File: src/rtl/mem_ntv_pkg.sv
// -----------------------------------------------------------------------------
// mem_ntv_pkg
// Shared types, default widths and small sizing helpers for the native memory
// bridge (mem_ntv_bridge) and its request FIFO (mem_ntv_fifo).
//
// Contents:
//   MEM_NTV_ADDR_W / MEM_NTV_DATA_W / MEM_NTV_BE_W : default widths
//   mem_ntv_req_t    : one queued request {we, addr, wdata, be} at default widths
//   mem_ntv_ptr_w()  : FIFO pointer width, one extra wrap bit above the index
//   mem_ntv_be_w()   : number of byte lanes for a given data width
//
// Configuration macro used by the bridge: MEM_NTV_ALIGN_CHECK_EN
// -----------------------------------------------------------------------------
package mem_ntv_pkg;

  localparam int MEM_NTV_ADDR_W = 32;
  localparam int MEM_NTV_DATA_W = 32;
  localparam int MEM_NTV_BE_W   = MEM_NTV_DATA_W / 8;

  // A request as it sits in the FIFO; we=1 means write, we=0 means read.
  typedef struct packed {
    logic                      we;
    logic [MEM_NTV_ADDR_W-1:0] addr;
    logic [MEM_NTV_DATA_W-1:0] wdata;
    logic [MEM_NTV_BE_W-1:0]   be;
  } mem_ntv_req_t;

  // Index bits plus one wrap bit, so full and empty can be told apart by
  // comparing the top bit of the read and write pointers.
  function automatic int mem_ntv_ptr_w(input int depth);
    return (depth <= 1) ? 1 : $clog2(depth) + 1;
  endfunction

  function automatic int mem_ntv_be_w(input int dataW);
    return dataW / 8;
  endfunction

endpackage

File: src/rtl/mem_ntv_fifo.sv
// -----------------------------------------------------------------------------
// mem_ntv_fifo
// Generic synchronous FIFO used to queue native memory requests in order.
// DEPTH must be a power of two (>= 2). Pointers carry one extra wrap bit.
//
// Ports:
//   clk      in   clock, rising edge
//   rst_n    in   asynchronous active-low reset (clears pointers)
//   i_push   in   write i_wdata at the tail (ignored when full)
//   i_wdata  in   entry to push
//   i_pop    in   drop the head entry (ignored when empty)
//   o_rdata  out  head entry
//   o_full   out  all DEPTH entries occupied
//   o_empty  out  no entries
//   o_count  out  number of occupied entries
// -----------------------------------------------------------------------------
module mem_ntv_fifo
  import mem_ntv_pkg::*;
#(
  parameter  int WIDTH = 8,
  parameter  int DEPTH = 4,
  localparam int PTR_W = mem_ntv_ptr_w(DEPTH),
  localparam int IDX_W = PTR_W - 1
) (
  input  logic             clk,
  input  logic             rst_n,
  input  logic             i_push,
  input  logic [WIDTH-1:0] i_wdata,
  input  logic             i_pop,
  output logic [WIDTH-1:0] o_rdata,
  output logic             o_full,
  output logic             o_empty,
  output logic [PTR_W-1:0] o_count
);

  logic [WIDTH-1:0] r_mem [DEPTH];
  logic [PTR_W-1:0] r_wrPtr;
  logic [PTR_W-1:0] r_rdPtr;
  logic             w_doPush;
  logic             w_doPop;

  // Same index with different wrap bits means the writer has lapped the reader.
  assign o_empty = (r_wrPtr == r_rdPtr);
  assign o_full  = (r_wrPtr[IDX_W] != r_rdPtr[IDX_W]) &&
                   (r_wrPtr[IDX_W-1:0] == r_rdPtr[IDX_W-1:0]);
  assign o_count = r_wrPtr - r_rdPtr;
  assign o_rdata = r_mem[r_rdPtr[IDX_W-1:0]];

  assign w_doPush = i_push & ~o_full;
  assign w_doPop  = i_pop  & ~o_empty;

  // Storage has no reset; an entry is only ever read after it was written.
  always_ff @(posedge clk) begin
    if (w_doPush) begin
      r_mem[r_wrPtr[IDX_W-1:0]] <= i_wdata;
    end
  end

  always_ff @(posedge clk or negedge rst_n) begin
    if (!rst_n) begin
      r_wrPtr <= '0;
      r_rdPtr <= '0;
    end else begin
      if (w_doPush) r_wrPtr <= r_wrPtr + 1'b1;
      if (w_doPop)  r_rdPtr <= r_rdPtr + 1'b1;
    end
  end

endmodule

File: src/rtl/mem_ntv_bridge.sv
// -----------------------------------------------------------------------------
// mem_ntv_bridge
// Bridges the core's single-cycle native memory request (with stall) onto a
// valid/ready memory request channel. Requests queue in an in-order FIFO;
// read responses return in order and are limited by an outstanding-read count.
//
// Ports:
//   clk, rst_n                 clock / asynchronous active-low reset
//   core_addr/wdata/w_en/r_en/byteenable   native request from the core
//   core_stall      out  request this cycle not accepted (FIFO full)
//   core_rdata      out  registered read data, held between responses
//   core_rvalid     out  one-cycle pulse, core_rdata valid
//   core_misalign   out  pulse: misaligned request dropped (align build only)
//   mem_req_valid/ready/we/addr/wdata/be   request channel, driven from head
//   mem_rsp_valid/rdata        in-order read responses, no back-pressure
//   err_unexp_rsp   out  sticky: response seen with no read outstanding
//
// Configuration macro: MEM_NTV_ALIGN_CHECK_EN
//   defined   : requests with nonzero byte-offset bits are dropped and flagged
//   undefined : address passes through unchanged, core_misalign tied 0
// -----------------------------------------------------------------------------
module mem_ntv_bridge
  import mem_ntv_pkg::*;
#(
  parameter int ADDR_W          = MEM_NTV_ADDR_W,
  parameter int DATA_W          = MEM_NTV_DATA_W,
  parameter int REQ_DEPTH       = 4,
  parameter int MAX_OUTSTANDING = 4
) (
  input  logic                clk,
  input  logic                rst_n,
  input  logic [ADDR_W-1:0]   core_addr,
  input  logic [DATA_W-1:0]   core_wdata,
  input  logic                core_w_en,
  input  logic                core_r_en,
  input  logic [DATA_W/8-1:0] core_byteenable,
  output logic                core_stall,
  output logic [DATA_W-1:0]   core_rdata,
  output logic                core_rvalid,
  output logic                core_misalign,
  output logic                mem_req_valid,
  input  logic                mem_req_ready,
  output logic                mem_req_we,
  output logic [ADDR_W-1:0]   mem_req_addr,
  output logic [DATA_W-1:0]   mem_req_wdata,
  output logic [DATA_W/8-1:0] mem_req_be,
  input  logic                mem_rsp_valid,
  input  logic [DATA_W-1:0]   mem_rsp_rdata,
  output logic                err_unexp_rsp
);

  localparam int BE_W  = mem_ntv_be_w(DATA_W);
  localparam int PTR_W = mem_ntv_ptr_w(REQ_DEPTH);
  localparam int OFF_W = $clog2(BE_W);
  localparam logic [3:0] OUTST_MAX = 4'(MAX_OUTSTANDING);

  // Same layout as mem_ntv_req_t, sized for this instance's widths.
  typedef struct packed {
    logic              we;
    logic [ADDR_W-1:0] addr;
    logic [DATA_W-1:0] wdata;
    logic [BE_W-1:0]   be;
  } req_t;

  localparam int REQ_W = $bits(req_t);

  req_t             w_pushReq;
  req_t             w_head;
  logic [REQ_W-1:0] w_headBits;
  logic             w_full;
  logic             w_empty;
  logic [PTR_W-1:0] w_count;
  logic             w_accept;
  logic             w_misalign;
  logic             w_push;
  logic             w_pop;
  logic             w_issueOk;
  logic             w_readPop;
  logic             w_rspOk;

  logic [3:0]        r_outst;
  logic [DATA_W-1:0] r_rdata;
  logic              r_rvalid;
  logic              r_err;

  // Stall comes only from the registered occupancy, so a pop in the same
  // cycle cannot release it; this keeps core_stall free of mem_req_ready.
  assign core_stall = (w_count == PTR_W'(REQ_DEPTH));
  assign w_accept   = (core_w_en | core_r_en) & ~core_stall;

`ifdef MEM_NTV_ALIGN_CHECK_EN
  logic r_misalign;

  assign w_misalign = |core_addr[OFF_W-1:0];

  // One-cycle pulse reporting that the request just accepted was dropped.
  always_ff @(posedge clk or negedge rst_n) begin
    if (!rst_n) r_misalign <= 1'b0;
    else        r_misalign <= w_accept & w_misalign;
  end

  assign core_misalign = r_misalign;
`else
  assign w_misalign    = 1'b0;
  assign core_misalign = 1'b0;
`endif

  // A simultaneous write and read is treated as a write.
  assign w_pushReq.we    = core_w_en;
  assign w_pushReq.addr  = core_addr;
  assign w_pushReq.wdata = core_wdata;
  assign w_pushReq.be    = core_byteenable;

  assign w_push = w_accept & ~w_misalign & ~w_full;

  mem_ntv_fifo #(
    .WIDTH (REQ_W),
    .DEPTH (REQ_DEPTH)
  ) u_reqFifo (
    .clk     (clk),
    .rst_n   (rst_n),
    .i_push  (w_push),
    .i_wdata (w_pushReq),
    .i_pop   (w_pop),
    .o_rdata (w_headBits),
    .o_full  (w_full),
    .o_empty (w_empty),
    .o_count (w_count)
  );

  assign w_head = req_t'(w_headBits);

  // A response in the same cycle frees a slot, so a read may issue at the limit.
  assign w_issueOk     = w_head.we | (r_outst < OUTST_MAX) | mem_rsp_valid;
  assign mem_req_valid = ~w_empty & w_issueOk;

  // Fields are forced to zero when empty so the channel never shows stale data.
  assign mem_req_we    = ~w_empty & w_head.we;
  assign mem_req_addr  = w_empty ? '0 : w_head.addr;
  assign mem_req_wdata = w_empty ? '0 : w_head.wdata;
  assign mem_req_be    = w_empty ? '0 : w_head.be;

  assign w_pop     = mem_req_valid & mem_req_ready;
  assign w_readPop = w_pop & ~w_head.we;
  assign w_rspOk   = mem_rsp_valid & (r_outst != 4'd0);

  // Outstanding count, response register and the sticky error flag.
  // Responses arriving with nothing outstanding are dropped and flagged.
  always_ff @(posedge clk or negedge rst_n) begin
    if (!rst_n) begin
      r_outst  <= 4'd0;
      r_rdata  <= '0;
      r_rvalid <= 1'b0;
      r_err    <= 1'b0;
    end else begin
      r_outst  <= r_outst + {3'd0, w_readPop} - {3'd0, w_rspOk};
      r_rvalid <= w_rspOk;
      if (w_rspOk) r_rdata <= mem_rsp_rdata;
      if (mem_rsp_valid && (r_outst == 4'd0)) r_err <= 1'b1;
    end
  end

  assign core_rdata    = r_rdata;
  assign core_rvalid   = r_rvalid;
  assign err_unexp_rsp = r_err;

endmodule

File: config.mk
export PLATFORM = sky130hd
export DESIGN_NAME = mem_ntv_bridge
export DESIGN_NICKNAME = d
export VERILOG_FILES = /design/src/rtl/mem_ntv_pkg.sv /design/src/rtl/mem_ntv_fifo.sv /design/src/rtl/mem_ntv_bridge.sv
export SDC_FILE = /design/constraint.sdc
export NUM_CORES = 1
export LEC_CHECK = 0
export ABC_AREA = 1
export BUFFER_PORTS_ARGS = -buffer_cell sky130_fd_sc_hd__buf_2
export CORE_MARGIN = 2
export CORE_UTILIZATION = 56
export CTS_CLUSTER_SIZE = 16
export DETAILED_ROUTE_END_ITERATION = 6
export PLACE_DENSITY = 0.77
export SYNTH_ARGS = -nofsm -noshare
export SYNTH_HDL_FRONTEND = slang
export SYNTH_SLANG_ARGS = --single-unit
File: constraint.sdc
create_clock -name clk -period 5.5 [get_ports clk]
set_input_delay 0.275 -clock clk [delete_from_list [all_inputs] [get_ports clk]]
set_output_delay 0.275 -clock clk [all_outputs]
set_load 0.01 [all_outputs]
==> metrics list <==
* Predominant post-synthesis flop cell: sky130_fd_sc_hd__edfxtp_1
- Terminus of the critical flop-to-flop path: r_outst[1]
- FMAX: roughly 270 MHz
* Final worst clock skew: 0.0102 ns
- Clock tree synthesis selected as its root buffer the cell sky130_fd_sc_hd__clkbuf_16.
- Using the TritonRoute via totals, the vias-per-cell ratio works out to ~5.4.
- The worst-case IR drop observed on VDD is 0.421 mV.
- TritonCTS built the clock tree.
* Number of clock sinks: between 300 and 400
* Die H: roughly 150 um
- The clock passes through at most 3 buffers.
- Setup repair after global routing left no endpoint under its margin.
- For the worst setup path, the data required time is 5.89 ns.
* Destination of the worst hold path: u_reqFifo.r_mem[3][41]
- Iter 0 DRT Violations: 938
- Hold path startpoint: core_addr[5]
- PD cells: around 610 mW/mm^2
- First-pass GRT wire length: 46,200 um
- Once detail routing completed, the nets flagged for antenna violations numbered 0.
* Quantity of hold-fixing buffers added after cts: 100
* Status: completed
- Overall die area: approximately 0.024 mm^2
- Register clock-pin slew on the reported worst setup and hold paths: 0.06 ns
* Seq/Total Area, Yosys: between 70% and 80%
- Routability Congestion: ~0.75
* CP max-delay cell: sky130_fd_sc_hd__nand2_1
- The worst path in the final design needs a cycle of about 3.6 ns, including I/O delays and setup.
- Instance count along the most critical hold path: 1
* Class of the most critical hold timing path: in -> reg
- After routing, the total negative slack on setup checks comes to 0 ns.
- FF-to-FF path depth: 11
- Number of vias after detailed routing: 8,864
* Via count of the first global-routing pass: between 9,000 and 10,000
* Endpoint arrival time on the critical path: 4.03 ns
* Number of post-CTS setup repair buffers: 0
- At the pin with the least slew margin, the transition time is between 1 and 1.5 ns.
- Count of port buffers added during placement: between 200 and 250
- The number of antenna violations at the first check in global routing came to 1.
- The worst setup path is of the reg -> reg kind.
* Synth area leader: sky130_fd_sc_hd__edfxtp_1
- In the synthesized netlist, the cells that appear most often are 278 x sky130_fd_sc_hd__nor2_1, 276 x sky130_fd_sc_hd__edfxtp_1, 133 x sky130_fd_sc_hd__o21ai_0.
- Of all flip-flops after synthesis, the portion carrying an async set or reset was between 10% and 20%.
- Insertion delay of the later-clocked pin in the worst-skew pair: 0.51 ns
- Placement row count: 55
* Worst path cell trace: inv_1 > ha_1 > nand3_1 > nand2_1 > inv_1 > ha_1 > inv_1 > ha_1 > inv_1 > fa_1 > inv_1
- Setup Viol. Count Final: 0
- Post-cts repair resize count: 0
- The hold violation count in the final report was 0.
* Startpoint of the worst register-to-register path: r_outst[2]
- Number of clock buffers inserted by TritonCTS: 34
- Headroom to the max-slew limit came out at about 21%.
- 1st-pass router iterations: 5
- Biggest fanout along the worst timing path: 34
- The worst setup path is launched from a flip-flop.
- Synthesis-stage register bit count: between 300 and 400
- Synthesized netlist net count: approximately 1,200
* Detailed placer's ending HPWL: ~16,000 um
- Post-Syn Area: around 0.013 mm^2
* Post-synth EDFFs: ~280
* Fill cells: 1,495
* Area contributors post-synth: sky130_fd_sc_hd__edfxtp_1 65%, sky130_fd_sc_hd__dfrtp_1 8.6%, sky130_fd_sc_hd__nor2_1 8.2%
* Slew Limit Fails: 0
* Count of pins on the block boundary: ~210
- The worst path uses roughly two thirds of the clock period.
- For this run, the slowest stage of the critical path takes 0.76 ns.
* Initial core utilization: 56.6%
- Number of max-capacitance violations reported: 0
* Cell area after layout: 0.0160 mm^2
- DRC viols: 0
- Dividing the detail-routed wire length by the instance count gives roughly 18 um.
* Most used standard cell by instance count after synthesis: sky130_fd_sc_hd__nor2_1
* Level count of the clock H-tree: 2
- Growth of design area from synthesis to finish: 25.4%
- Overall power consumption after layout is estimated at 9.68 mW.
* Overflow left after global routing: 0
- Post-detailed-routing wire length: a little under 30,000 um
- Across every metal layer, demand over resource in global routing totals between 20% and 30%.
- For this design the static power due to leakage is about 6.3 nW.
- For this run, the number of Yosys warnings is 0.
- Distinct cell type count of the synthesized netlist: 26
* Mapped Avg Cell Area: roughly 12 um^2
* Fraction of layout cells with a size suffix above 1: 20.5%
- Yosys top cell area share: roughly two thirds
- The placed instances occupy a cell area of ~0.014 mm^2.
- Final net count: 1,464
- Cell with the most instances on the worst path: sky130_fd_sc_hd__inv_1
* Number of instances in the synthesized netlist: approximately 1,000
* Pin count of the biggest net entering global routing: approximately 130
- The die is approximately 150 um wide.
* Setup slack of the worst register-to-register path: about 1.9 ns
* Crit end category: flip-flop
- In this run the standard cell core region covers ~0.023 mm^2.
layer usage:
metal / track usage (%) / vias to the layer above / routed length [um]
met3: 5.35 / 44 / 2140
met1: 30.6 / 4265 / 11900
met2: 43.5 / 348 / 14800
li1: - / 4207 / -
met5: 0 / - / 0
met4: 7.01 / 0 / 535
where the power goes:
| part | internal [mW] | leakage [nW] | switching (mW) | total [mW] |
|---|---|---|---|---|
| registers | 3.54 | 3.08 | 0.245 | 3.79 |
| logic | 1.22 | 2.75 | 2.54 | 3.76 |
| clock network | 1.25 | 0.510 | 0.878 | 2.13 |
how the worst max path moves through the flow:
stage / endpoint / startpoint / depth (start not counted)
2_1_floorplan: u_reqFifo.r_mem[0][0] / u_reqFifo.r_rdPtr[1] / 10
3_3_place_gp: r_outst[1] / r_outst[2] / 11
3_5_place_dp: r_outst[1] / r_outst[2] / 11
4_1_cts: mem_req_addr[16] / u_reqFifo.r_rdPtr[0] / 8
5_1_grt: r_outst[2] / r_outst[2] / 11
6_report: r_outst[1] / r_outst[2] / 11
worst max-delay path, delay by kind of cell, from the launching register on:
family | cells | cell delay (ns)
simple gates | 2 | 0.86
fa+ha+maj | 4 | 1.32
buf+inv | 5 | 0.99
flops | 1 | 0.35
registers in the layout, summed over array words and instances, names as in the netlist:
signal / cells
core_rvalid: 1
r_outst: 4
u_reqFifo.r_mem: 276
err_unexp_rsp: 1
u_reqFifo.r_rdPtr: 3
u_reqFifo.r_wrPtr: 3
core_rdata: 32
stage by stage:
stage | cells | hold WS, ns | utilization, % | setup slack [ns]
after global placement | 1493 | 0.457 | 61.8 | 1.98
after floorplan | 1047 | -0.0206 | - | 0.627
final | 1652 | 0.0174 | 70.9 | 1.86
after CTS | 1651 | 0.000400 | 70.9 | 1.88
after global routing | 1651 | 0.00569 | 70.9 | 1.52
after detailed placement | 1493 | 0.460 | 61.8 | 1.93
layout by cell type (no fill, tap or decap), drive strengths merged:
master,netlist,routed
a21oi,69,69
fa,1,1
or2,2,2
nand2,123,123
conb,1,1
buf,32,220
dlygate4sd3,0,100
nand3,12,12
bufinv,0,1
dfrtp,44,44
clkbuf,27,45
inv,25,26
clkinv,0,11
edfxtp,276,276
o21bai,2,2
xnor2,3,3
nor2,278,278
diode,0,1
and2,1,1
ha,13,13
xor2,1,1
o21ai,137,137
final cells by class:
cell class	instances	area (um^2)	area share [%]
Sequential cell	320	9390	58.8
Clock buffer	45	943	5.91
Tap cell	285	357	2.23
Inverter	25	95.1	0.596
Multi-Input combinational cell	643	2910	18.2
Timing Repair Buffer	320	2160	13.6
Antenna cell	1	2.50	0.0157
Clock inverter	13	100	0.627
logic make-up (layout without fill, tap and decap cells):
logic type	Yosys count	in the layout	share of synthesized area, %
simple gates	416	416	12.6
flops	320	320	73.7
compound gates	208	208	8.21
buf+inv	84	403	3.67
fa+ha+maj	14	14	1.43
xor+xnor	4	4	0.275
other cells	1	2	0.0294
(Power assumes the default switching activity.)
